$ cat config.mk
export PLATFORM = sky130hd
export DESIGN_NAME = rr_priority_encoder
export DESIGN_NICKNAME = d
export VERILOG_FILES = /design/src/rtl/penc_pkg.sv /design/src/rtl/prio_enc_n.sv /design/src/rtl/rr_priority_encoder.sv
export SDC_FILE = /design/constraint.sdc
export NUM_CORES = 1
export LEC_CHECK = 0
export ABC_AREA = 0
export CAP_MARGIN = 20
export CORE_UTILIZATION = 45
export CTS_BUF_LIST = sky130_fd_sc_hd__clkbuf_8
export DETAILED_ROUTE_END_ITERATION = 8
export GPL_TIMING_DRIVEN = 0
export PLACE_DENSITY = 0.81
export REMOVE_ABC_BUFFERS = 1
export SETUP_SLACK_MARGIN = 0.4
export SLEW_MARGIN = 10
export SYNTH_ARGS = -nofsm -noshare
export SYNTH_HDL_FRONTEND = slang
export SYNTH_HIERARCHICAL = 1
export SYNTH_SLANG_ARGS = --single-unit
export TNS_END_PERCENT = 20
$ cat constraint.sdc
create_clock -name clk_i -period 3.15 [get_ports clk_i]
set_input_delay 0.63 -clock clk_i [delete_from_list [all_inputs] [get_ports clk_i]]
set_output_delay 0.63 -clock clk_i [all_outputs]
set_load 0.02 [all_outputs]
$ cat src/rtl/penc_pkg.sv
// -----------------------------------------------------------------------------
// penc_pkg
// Shared types and defaults for the registered round-robin priority encoder.
//   penc_mode_e    : ordering selected by mode_i (fixed priority / round-robin)
//   PENC_N_DEFAULT : default request width
// -----------------------------------------------------------------------------
package penc_pkg;

  typedef enum logic {
    PENC_FIXED = 1'b0,
    PENC_RR    = 1'b1
  } penc_mode_e;

  localparam int PENC_N_DEFAULT = 16;

endpackage : penc_pkg

$ cat src/rtl/prio_enc_n.sv
// -----------------------------------------------------------------------------
// prio_enc_n
// Combinational N-input priority encoder: reports the highest set index.
// Ports:
//   req_i   [N-1:0] : request vector, bit k requests index k
//   idx_o   [W-1:0] : highest set index (0 when nothing is set)
//   found_o         : at least one request bit is set
// -----------------------------------------------------------------------------
module prio_enc_n #(
  parameter int N = 16,
  parameter int W = $clog2(N)
) (
  input  logic [N-1:0] req_i,
  output logic [W-1:0] idx_o,
  output logic         found_o
);

  // Ascending scan: the last set bit seen is the highest one.
  always_comb begin
    idx_o   = '0;
    found_o = 1'b0;
    for (int k = 0; k < N; k++) begin
      idx_o   = req_i[k] ? W'(k) : idx_o;
      found_o = found_o | req_i[k];
    end
  end

endmodule : prio_enc_n

$ cat src/rtl/rr_priority_encoder.sv
// -----------------------------------------------------------------------------
// rr_priority_encoder
// Registered N-to-W priority encoder with fixed-priority or round-robin
// ordering behind a valid/ready output register. One grant per cycle,
// one cycle latency.
//
// Build option:
//   RR_PENC_RR_EN : when defined, round-robin ordering and the last-accepted
//                   pointer are built and mode_i selects the ordering. When
//                   undefined the block is fixed priority only and mode_i is
//                   ignored; the port list is identical in both builds.
//
// Ports:
//   clk_i            : clock, rising edge
//   rst_ni           : asynchronous active-low reset
//   req_i    [N-1:0] : request vector, bit k requests index k
//   mode_i           : 0 = fixed priority, 1 = round-robin (sampled at load)
//   rdy_i            : downstream accepts the current output
//   vld_o            : output register holds a grant
//   idx_o    [W-1:0] : granted index
//   onehot_o [N-1:0] : one-hot copy of idx_o, all-zero when vld_o = 0
// -----------------------------------------------------------------------------
module rr_priority_encoder
  import penc_pkg::*;
#(
  parameter int N = PENC_N_DEFAULT,
  parameter int W = $clog2(N)
) (
  input  logic         clk_i,
  input  logic         rst_ni,
  input  logic [N-1:0] req_i,
  input  logic         mode_i,
  input  logic         rdy_i,
  output logic         vld_o,
  output logic [W-1:0] idx_o,
  output logic [N-1:0] onehot_o
);

  logic         vld_q, vld_d;
  logic [W-1:0] idx_q, idx_d;
  logic [N-1:0] onehot_q, onehot_d;

  logic         ld_s;
  logic [W-1:0] full_idx_s;
  logic         full_found_s;
  logic [W-1:0] win_idx_s;

  // The output register reloads whenever it is empty or being drained.
  assign ld_s = !vld_q || rdy_i;

  // Unmasked search: the fixed-priority result and the round-robin fallback.
  prio_enc_n #(.N(N), .W(W)) u_full (
    .req_i   (req_i),
    .idx_o   (full_idx_s),
    .found_o (full_found_s)
  );

`ifdef RR_PENC_RR_EN
  logic         acc_s;
  logic [W-1:0] ptr_q, ptr_d;
  logic [W-1:0] base_s;
  logic [N-1:0] low_req_s;
  logic [W-1:0] low_idx_s;
  logic         low_found_s;
  penc_mode_e   mode_s;

  assign acc_s  = vld_q && rdy_i;
  assign mode_s = penc_mode_e'(mode_i);
  // Using the index being accepted right now keeps that requester from
  // winning the same-edge reload while others are waiting.
  assign base_s = acc_s ? idx_q : ptr_q;

  // Keep only requests strictly below base; they are searched first so the
  // order is base-1 down to 0, then wraps to N-1 down to base.
  always_comb begin
    low_req_s = '0;
    for (int k = 0; k < N; k++) begin
      low_req_s[k] = req_i[k] && (W'(k) < base_s);
    end
  end

  prio_enc_n #(.N(N), .W(W)) u_low (
    .req_i   (low_req_s),
    .idx_o   (low_idx_s),
    .found_o (low_found_s)
  );

  // Winner selection: masked result in round-robin mode, else unmasked.
  always_comb begin
    win_idx_s = full_idx_s;
    if ((mode_s == PENC_RR) && low_found_s) begin
      win_idx_s = low_idx_s;
    end else begin
      win_idx_s = full_idx_s;
    end
  end

  // Pointer next state: remembers the last accepted index in either mode.
  always_comb begin
    ptr_d = ptr_q;
    if (acc_s) begin
      ptr_d = idx_q;
    end else begin
      ptr_d = ptr_q;
    end
  end

  // Last-accepted pointer register.
  always_ff @(posedge clk_i or negedge rst_ni) begin
    if (!rst_ni) begin
      ptr_q <= '0;
    end else begin
      ptr_q <= ptr_d;
    end
  end
`else
  logic unused_mode_s;

  assign unused_mode_s = mode_i;
  assign win_idx_s     = full_idx_s;
`endif

  // Output register next state: load the winner on ld, otherwise hold.
  always_comb begin
    vld_d    = vld_q;
    idx_d    = idx_q;
    onehot_d = onehot_q;
    if (ld_s) begin
      vld_d = full_found_s;
      idx_d = full_found_s ? win_idx_s : '0;
      for (int k = 0; k < N; k++) begin
        onehot_d[k] = full_found_s && (win_idx_s == W'(k));
      end
    end else begin
      vld_d    = vld_q;
      idx_d    = idx_q;
      onehot_d = onehot_q;
    end
  end

  // Output register.
  always_ff @(posedge clk_i or negedge rst_ni) begin
    if (!rst_ni) begin
      vld_q    <= 1'b0;
      idx_q    <= '0;
      onehot_q <= '0;
    end else begin
      vld_q    <= vld_d;
      idx_q    <= idx_d;
      onehot_q <= onehot_d;
    end
  end

  assign vld_o    = vld_q;
  assign idx_o    = idx_q;
  assign onehot_o = onehot_q;

endmodule : rr_priority_encoder

==> results.ini <==
[global_routing]
grt_usage_pct = 23.07
antenna_found_initial = 0
grt_max_degree = 23
gr-total-overflow = 0
grt_pass1_vias = 1071
grt_pass1_wl_mm = 4.519

[placed_design]
place_area_mm2 = 0.001508
dp_cells = 173
io_buffers = 39
gp_congestion = 0.7221
dpl.hpwl_mm = 1.862
dp_slack_ns = 0.4186

[cells_and_area]
num_antenna_cells = 0
area_growth_pct = 41.62
layout_common_cells = 39 x clkdlybuf4s50_1, 23 x nand3b_1, 21 x dfrtp_1, 16 x o31ai_1, 8 x nor2_1
layout-drive-gt1-share_pct = 4.027
final_area_mm2 = 0.001554
fillers = 187
fin_nets = 170
layout_commonest_cell = clkdlybuf4s50_1
fin_cells = 177

[run_status]
status = finished clean

[critical_path]
arrival_ns = 2.65
crit_fanout = 9
cpPeakStageDelay_ns = 0.57
cp_slowest_cell = o211ai_1
cp_top_family = compound AO/OA/AOI/OAI gates
required_ns = 3.31
start_kind = primary input
worst-path-buf-inv = 1
path_class = primary input to flop
endpoint_kind = flop
crit_chain = clkdlybuf4s50_1 > nor2_1 > o31a_1 > o211ai_1 > or3b_1 > o31ai_1

[routing]
viasPerCell = 5.893
ant_nets = 0
routedWlPerCell_um = 15.00
drc = 0
drtIter0Drc = 22
num_vias = 1043
wl_mm = 2.655
dr.pass1.iters = 4

[clock_tree]
htreeDepth = 1
cts_resized = 0
clock_path_buffers = 2
cts.sinks = 21
worstSkewPairLatency_ns = 0.26
cts-hold-fix-buffers = 0
cts_made_buffers = 3
root_buffer = clkbuf_8
cts_tree = built
postCtsSetupRepairBufs = 0
clk_pin_slew_ns = 0.08

[die]
die_h_um = 51.38
num_io_pins = 41
row_count = 17
die_w_um = 51.38
coreArea_mm2 = 0.002255
dieArea_mm2 = 0.002640
start_util_pct = 48.67

[timing]
fmax_mhz = 401.4
min_period_ns = 2.491
relSlewSlack_pct = 37.53
maxSlewViolCount = 0
whs_ns = 0.5210
fin_ws_ns = 0.6590
skew_ns = 0.002558
finalSetupViolCount = 0
grt_setup_unrepaired = false
finalHoldViolCount = 0
fin_crit_sh_pct = 79.08
worstMarginPinSlew_ns = 0.9341
fin_setup_tns_ns = 0

[pwr]
switching_share_pct = 26.01
irDropWorstVdd_mv = 0.2732
seqPwrFrac_pct = 49.9
power_switching_mw = 0.1481
p_int_mw = 0.4212
p_leak_nw = 0.6099
clkPwrFrac_pct = 30.9
power.share.combinational_pct = 19.2
power_density_mw_per_mm2 = 366.3

[synth]
ys_warn_count = 6
syn_area_per_cell_um2 = 9.797
seq_area_frac_synth_pct = 47.89
netlist_instances = 112
synth_cell_types = 22
synth_area_mm2 = 0.001097
ys_seq_elements = 21

[min_path]
min_path_type = flop to flop

[job]
drv_cap = 0

## kinds of logic (layout without fill, tap and decap cells)
logic type             count (synthesis)  in the layout  share of synthesized area (%)
buffers and inverters                  8             45                          2.737
AND/OR/NAND/NOR                       57             57                          32.38
flip-flops                            21             21                          47.89
AO/OA/AOI/OAI                         26             26                          16.99
## routing by layer
layer,vias to the layer above,GRT usage [%],wire length (um)
li1,496,-,-
met1,497,23.82,1030
met2,45,45.02,1458
met3,5,2.976,118
met4,0,10.36,47
met5,-,0,0
## registers in the layout, indices dropped and copies added (netlist names)
register  count
idx_o         4
onehot_o     16
vld_o         1
## worst register-to-register path, stage by stage (launching register included)
cell     delay, ns
dfrtp_1       0.80
nor2b_1       0.57
buf_6         0.23
o31ai_1       0.10
## per-stage QoR
step | total power, mW | utilization, %
after floorplan | 0.3340 | -
final | 0.5693 | 68.92
after CTS | 0.5711 | 68.92
after global routing | 0.5952 | 68.92
after detailed placement | 0.3991 | 66.87
after global placement | 0.3943 | 66.37
## area by class of cell
type | instances | area [um^2] | share of cell area [%]
inverter | 1 | 3.754 | 0.2415
timing repair buffer | 40 | 401.6 | 25.85
clock inverter | 1 | 5.005 | 0.3221
multi-input combinational | 83 | 541.8 | 34.86
sequential | 21 | 525.5 | 33.82
clock buffer | 3 | 41.29 | 2.657
tap | 28 | 35.03 | 2.254
## power groups by stage
stage | registers (mW) | logic [mW] | clock network, mW
after floorplan | 0.302 | 0.0324 | 0
after global placement | 0.289 | 0.105 | 0
after detailed placement | 0.289 | 0.110 | 0
after CTS | 0.284 | 0.110 | 0.177
after global routing | 0.285 | 0.119 | 0.191
final | 0.284 | 0.109 | 0.176
## final timing paths
kind / from / to / slack [ns] / depth (start not counted)
worst max-delay path: req_i[2] / onehot_o[3]$_DFFE_PN0P_ / 0.66 / 6
worst min register to register: idx_o[0]$_DFFE_PN0P_ / idx_o[0]$_DFFE_PN0P_ / 0.52 / 2
min in group asynchronous: rst_ni / onehot_o[14]$_DFFE_PN0P_ / 0.89 / 1
max in group asynchronous: rst_ni / onehot_o[2]$_DFFE_PN0P_ / 1.69 / 1
worst min-delay path: idx_o[0]$_DFFE_PN0P_ / idx_o[0]$_DFFE_PN0P_ / 0.52 / 2
worst max register to register: vld_o$_DFFE_PN0P_ / onehot_o[6]$_DFFE_PN0P_ / 1.33 / 3
## synth_stat cells
| library cell | count | share of area [%] |
|---|---|---|
| clkbuf_1 | 7 | 2.4 |
| nor4_1 | 4 | 2.3 |
| a311oi_1 | 1 | 0.80 |
| nor2b_1 | 2 | 1.1 |
| dfrtp_1 | 21 | 48 |
| nor3_1 | 1 | 0.46 |
| o21ai_0 | 5 | 2.3 |
| o211ai_1 | 1 | 0.68 |
| a221o_1 | 1 | 0.91 |
| nand4_1 | 1 | 0.57 |
| o31ai_1 | 16 | 11 |
| a31oi_1 | 1 | 0.57 |
| or3b_1 | 4 | 3.2 |
| nor2_1 | 8 | 2.7 |
| o31a_1 | 1 | 0.80 |
| or2_2 | 1 | 0.57 |
| nand2_1 | 7 | 2.4 |
| inv_1 | 1 | 0.34 |
| nand3_1 | 1 | 0.46 |
| or3_1 | 1 | 0.57 |
| nand3b_1 | 23 | 16 |
| nand2b_1 | 4 | 2.3 |
No activity file was read; power rests on OpenSTA's default activity.
==> RTL change 1, RTL diff (same flow settings) <==
Change the package constant `PENC_N_DEFAULT` from 16 to 32.
--- a/src/rtl/penc_pkg.sv
+++ b/src/rtl/penc_pkg.sv
@@ -11,7 +11,7 @@
     PENC_RR    = 1'b1
   } penc_mode_e;
 
-  localparam int PENC_N_DEFAULT = 16;
+  localparam int PENC_N_DEFAULT = 32;
 
 endpackage : penc_pkg
 
Ports: changed (resized idx_o, onehot_o and req_i); port bits go from 41 to 74. No check against the original RTL was run, so the function may have changed too.
==> RTL change 1 against the unedited design <==
  * The flow now finishes with violations (DRC)
  * Final area rose by 110%
  * Setup slack got worse by 0.18 ns
  * Total power increased by 92%
  * Clock skew rose by 0.0043 ns
  * Combinational power increased by 73%
  * Synthesized area rose by 95%
  * Wire length is 120% higher
  * Sequential share of layout area decreased by 4.3 points
  * Sequential cell count up 17
  * Critical path type unchanged
  * Highest routed layer unchanged
==> RTL change 1: results (changes against the unedited design) <==
metric	value	unit	change
run status	finished with violations		
failing checks	DRC		
Setup Skew	0.006824	ns	+0.004266 ns
largest net degree at the start of global routing	39		+70%
final net count	326		+92%
WP data arrival	2.83	ns	+0.18 ns
Via-to-Cell Ratio	5.991		+1.7%
vias in the first global route	2014		+88%
reg-to-reg critical path endpoint	onehot_o[11]$_DFFE_PN0P_		
Post-Place Cells	321		+86%
HP Class	input pin to async pin		
DRT met1 WL	2542	um	+150%
critical path peak fanout	8		-1
flop2flop setup slack	1.40	ns	+0.07 ns
Slowest cell on crit path	or4_4		
port buffer count	72		+85%
Lkg Pwr	1.362	nW	+120%
initial antenna violation count	0		unchanged
CTS HTree Levels	2		+1
WL met2	2885	um	+98%
filler cell count in the final layout	335		+79%
clock latency on the worst-skew pair	0.29	ns	+0.03 ns
Seq/Total Area, Yosys	44.55	%	-3.3 points
DRC Markers	10		+10
drt first pass iters	9		+5
VDD IR max	0.0001853	V	-32%
proportion of layout cells with a drive suffix above 1	16.84	%	+13 points
fin cells	343		+94%
max reg flops	32		+16
routability cong.	0.7389		+2.3%
final WL	5846	um	+120%
GRT Resource Usage Total	24.30	%	+1.2 points
cells after synthesis	211		+88%
CTS buffer count	5		+2
r2r startpoint	vld_o$_DFFE_PN0P_		
ys async rst share	100.0	%	unchanged
DP HPWL	3758	um	+100%
first-pass GRT wire length	9715	um	+110%
R2R depth	3		unchanged
Netlist cell types	43		+95%
CP max stage delay	0.63	ns	+0.06 ns
[RTL change 1: cell types whose count changed after synthesis, sizes merged, moves of 4 or more]
| cell | before | now |
|---|---|---|
| o21ai | 5 | 9 |
| nor2 | 8 | 12 |
| buf | 0 | 8 |
| nand3b | 23 | 39 |
| or4 | 0 | 4 |
| o31ai | 16 | 31 |
| inv | 1 | 5 |
| dfrtp | 21 | 38 |
[RTL change 1: final cells by class]
| class | count | area, um2 | area share, % |
|---|---|---|---|
| timing repair buffer | 86 | 864.6 | 26.87 |
| inverter | 5 | 18.77 | 0.5832 |
| clock buffer | 5 | 68.82 | 2.138 |
| sequential | 38 | 950.9 | 29.55 |
| multi-input combinational | 154 | 1210 | 37.60 |
| clock inverter | 3 | 40.04 | 1.244 |
| tap | 52 | 65.06 | 2.022 |
[RTL change 1: what timing repair did]
item / 4_1_cts / 5_1_grt
buffers inserted: 6 / 5
pin swaps: 7 / 14
resized for setup: 11 / 20
hold buffers: 0 / 0
endpoints found under the setup margin: 38 / 36
gates cloned: 1 / 2
[RTL change 1: logic make-up after synthesis]
| group | share of synthesized area (%) |
|---|---|
| compound gates | 20.81 |
| simple gates | 30.48 |
| buf+inv | 4.162 |
| flops | 44.55 |
[RTL change 1: routing by layer]
layer  global-route usage, %  vias to the layer above
met5                       0                        -
met4                   6.000                        0
met3                   4.843                        2
met2                   39.85                      105
met1                   33.33                      975
li1                        -                      973
[RTL change 1: report_power, final]
part           internal, W  switching, W  total, W
clock             0.000233      0.000169  0.000402
combinational    0.0000913     0.0000974  0.000189
sequential        0.000498    0.00000611  0.000504
total             0.000822      0.000273   0.00110
[RTL change 1: per-stage QoR]
| stage | utilization, % | hold slack [ns] | cell area [um2] |
|---|---|---|---|
| after floorplan | - | 0.3344 | 2064 |
| after global placement | 64.13 | 0.4993 | 2850 |
| after detailed placement | 65.26 | 0.4887 | 2900 |
| after CTS | 69.79 | 0.1782 | 3102 |
| after global routing | 72.41 | 0.1845 | 3218 |
| final | 72.41 | 0.1782 | 3218 |
[RTL change 1: worst max path at each step]
stage	endpoint	start	slack, ns
3_5_place_dp	onehot_o[27]$_DFFE_PN0P_	req_i[27]	-0.44
3_3_place_gp	onehot_o[2]$_DFFE_PN0P_	rdy_i	-1.09
6_report	onehot_o[27]$_DFFE_PN0P_	req_i[25]	0.47
5_1_grt	onehot_o[27]$_DFFE_PN0P_	req_i[25]	0.38
2_1_floorplan	onehot_o[29]$_DFFE_PN0P_	req_i[27]	0.27
4_1_cts	onehot_o[1]$_DFFE_PN0P_	req_i[12]	0.38
[RTL change 1: worst max-delay path, delay by kind of cell]
kind            cells  cell delay (ns)
simple gates        5             1.88
buf+inv             1             0.20
compound gates      1             0.11
==> RTL change 2, RTL diff (same flow settings) <==
Without the edit above. Build with the macro `RR_PENC_RR_EN` defined.
--- a/src/rtl/rr_priority_encoder.sv
+++ b/src/rtl/rr_priority_encoder.sv
@@ -20,6 +20,8 @@
 //   idx_o    [W-1:0] : granted index
 //   onehot_o [N-1:0] : one-hot copy of idx_o, all-zero when vld_o = 0
 // -----------------------------------------------------------------------------
+`define RR_PENC_RR_EN
+
 module rr_priority_encoder
   import penc_pkg::*;
 #(
Formal check against the unedited RTL: not equivalent (a bounded check fails within 4 cycles, from zero or initial values and one cycle with rst_ni low).
==> RTL change 2 against the unedited design <==
  * Final area up 64%
  * Total power is 75% higher
  * Setup slack got worse by 0.24 ns
  * Count of clock-buffer cells in the layout stayed put
  * Via count increased by 82%
  * Sequential cell count rose by 4
  * Wire length increased by 100%
  * Synthesized area is 53% higher
==> RTL change 2: results (changes against the unedited design) <==
metric	value	unit	change
run status	finished clean		
met2 usage	42.34	%	-2.7 points
top cells by area, synth	dfrtp_1, nand2_1, o21ai_0, mux2i_1, nor2_1		
r2r startpoint	vld_o$_DFFE_PN0P_		
met3 wire length	349	um	+200%
vias in the first global route	1687		+58%
VDD IR max	0.0001920	V	-30%
GRT Resource Usage Total	25.59	%	+2.5 points
post-synthesis mux area share	6.343	%	+6.3 points
DP HPWL	3307	um	+78%
routability cong.	0.8983		+24%
crit path capture	onehot_o[0]$_DFFE_PN0P_		
DRT met1 WL	2234	um	+120%
port buffer count	40		+2.6%
R2R depth	13		+10
Lkg Pwr	1.014	nW	+66%
Setup Skew	0.004750	ns	+0.002192 ns
proportion of layout cells with a drive suffix above 1	22.51	%	+18 points
Seq/Total Area, Yosys	37.31	%	-11 points
flop2flop setup slack	0.43	ns	-0.90 ns
setup ws final	0.4146	ns	-0.2444 ns
Worst Tran Pin Value	0.6556	ns	-0.2786 ns
final net count	292		+72%
initial drt markers	168		+660%
DRT antenna net count	0		unchanged
Via-to-Cell Ratio	5.975		+1.4%
post-synthesis compound-gate area fraction	19.48	%	+2.5 points
top cells by count, synth	nand2_1, o21ai_0, dfrtp_1		
largest net degree at the start of global routing	26		+13%
drt first pass iters	4		unchanged
final WL	5336	um	+100%
critical path peak fanout	6		-3
WL met2	2685	um	+84%
WP data arrival	2.89	ns	+0.24 ns
average cell area after synthesis	7.984	um2	-19%
wire per inst	16.83	um	+12%
GR met1 Demand/Resource	35.76	%	+12 points
grt met3 use	1.825	%	-1.2 points
Netlist cell types	40		+82%
first-pass GRT wire length	8093	um	+79%
Critical path origin	rdy_i		
dpl ws	-0.8250	ns	-1.244 ns
[RTL change 2: cell types whose count changed in the layout (fill, tap and decap cells not counted), sizes merged, moves of 12 or more]
| cell | before | now |
|---|---|---|
| buf | 1 | 19 |
| nand2 | 7 | 37 |
| nand3b | 23 | 0 |
| nor2 | 8 | 20 |
| o21ai | 5 | 31 |
| o31ai | 16 | 2 |
[RTL change 2: kinds of logic after synthesis]
| logic type | count (synthesis) |
|---|---|
| AOI/OAI and AO/OA | 54 |
| buffers and inverters | 10 |
| DFF | 25 |
| muxes | 10 |
| other | 1 |
| and+or+nand+nor | 110 |
[RTL change 2: area by class of cell]
class                      count  area, um2
multi-input combinational    179       1249
fill                         247      885.9
sequential                    25      626.9
timing repair buffer          58      555.5
tap                           46      57.56
clock buffer                   3      41.29
inverter                       5      18.77
clock inverter                 1      7.507
[RTL change 2: power by group]
part           total (W)  leakage, nW  switching (W)  internal [W]
logic           0.000419        0.673       0.000230      0.000189
clock network   0.000195       0.0217       0.000105     0.0000896
registers       0.000380        0.319      0.0000321      0.000348
total           0.000994         1.01       0.000367      0.000627
[RTL change 2: per-stage QoR]
| stage | area [um2] | utilization [%] |
|---|---|---|
| final | 2556 | 74.26 |
| after CTS | 2354 | 68.38 |
| after global routing | 2556 | 74.26 |
| after detailed placement | 2115 | 61.43 |
| after floorplan | 1657 | - |
| after global placement | 2115 | 61.43 |
[RTL change 2: critical path, stage by stage]
cell and delay, ns:
buf_4 0.13, nand2_8 0.10, buf_4 0.15, mux2_4 0.32, o21ai_2 0.17, and2_4 0.18, buf_4 0.11, nor2_1 0.04
o31a_1 0.11, o211ai_1 0.31, buf_4 0.21, nor3_1 0.07, o21ai_2 0.26, o21ai_1 0.11
[RTL change 2: what timing repair did]
item,CTS,global route
setup buffers,5,12
endpoints found under the setup margin,20,20
resized for setup,38,39
pin swaps,7,15
cloned,1,0
[RTL change 2: how the worst min path moves through the flow]
| stage | endpoint | slack, ns | start |
|---|---|---|---|
| 3_3_place_gp | onehot_o[7]$_DFFE_PN0P_ | 0.46 | onehot_o[7]$_DFFE_PN0P_ |
| 3_5_place_dp | onehot_o[2]$_DFFE_PN0P_ | 0.47 | onehot_o[2]$_DFFE_PN0P_ |
| 5_1_grt | onehot_o[12]$_DFFE_PN0P_ | 0.53 | onehot_o[12]$_DFFE_PN0P_ |
| 2_1_floorplan | idx_o[0]$_DFFE_PN0P_ | 0.33 | rst_ni |
| 6_report | onehot_o[9]$_DFFE_PN0P_ | 0.49 | onehot_o[9]$_DFFE_PN0P_ |
| 4_1_cts | onehot_o[2]$_DFFE_PN0P_ | 0.49 | onehot_o[2]$_DFFE_PN0P_ |
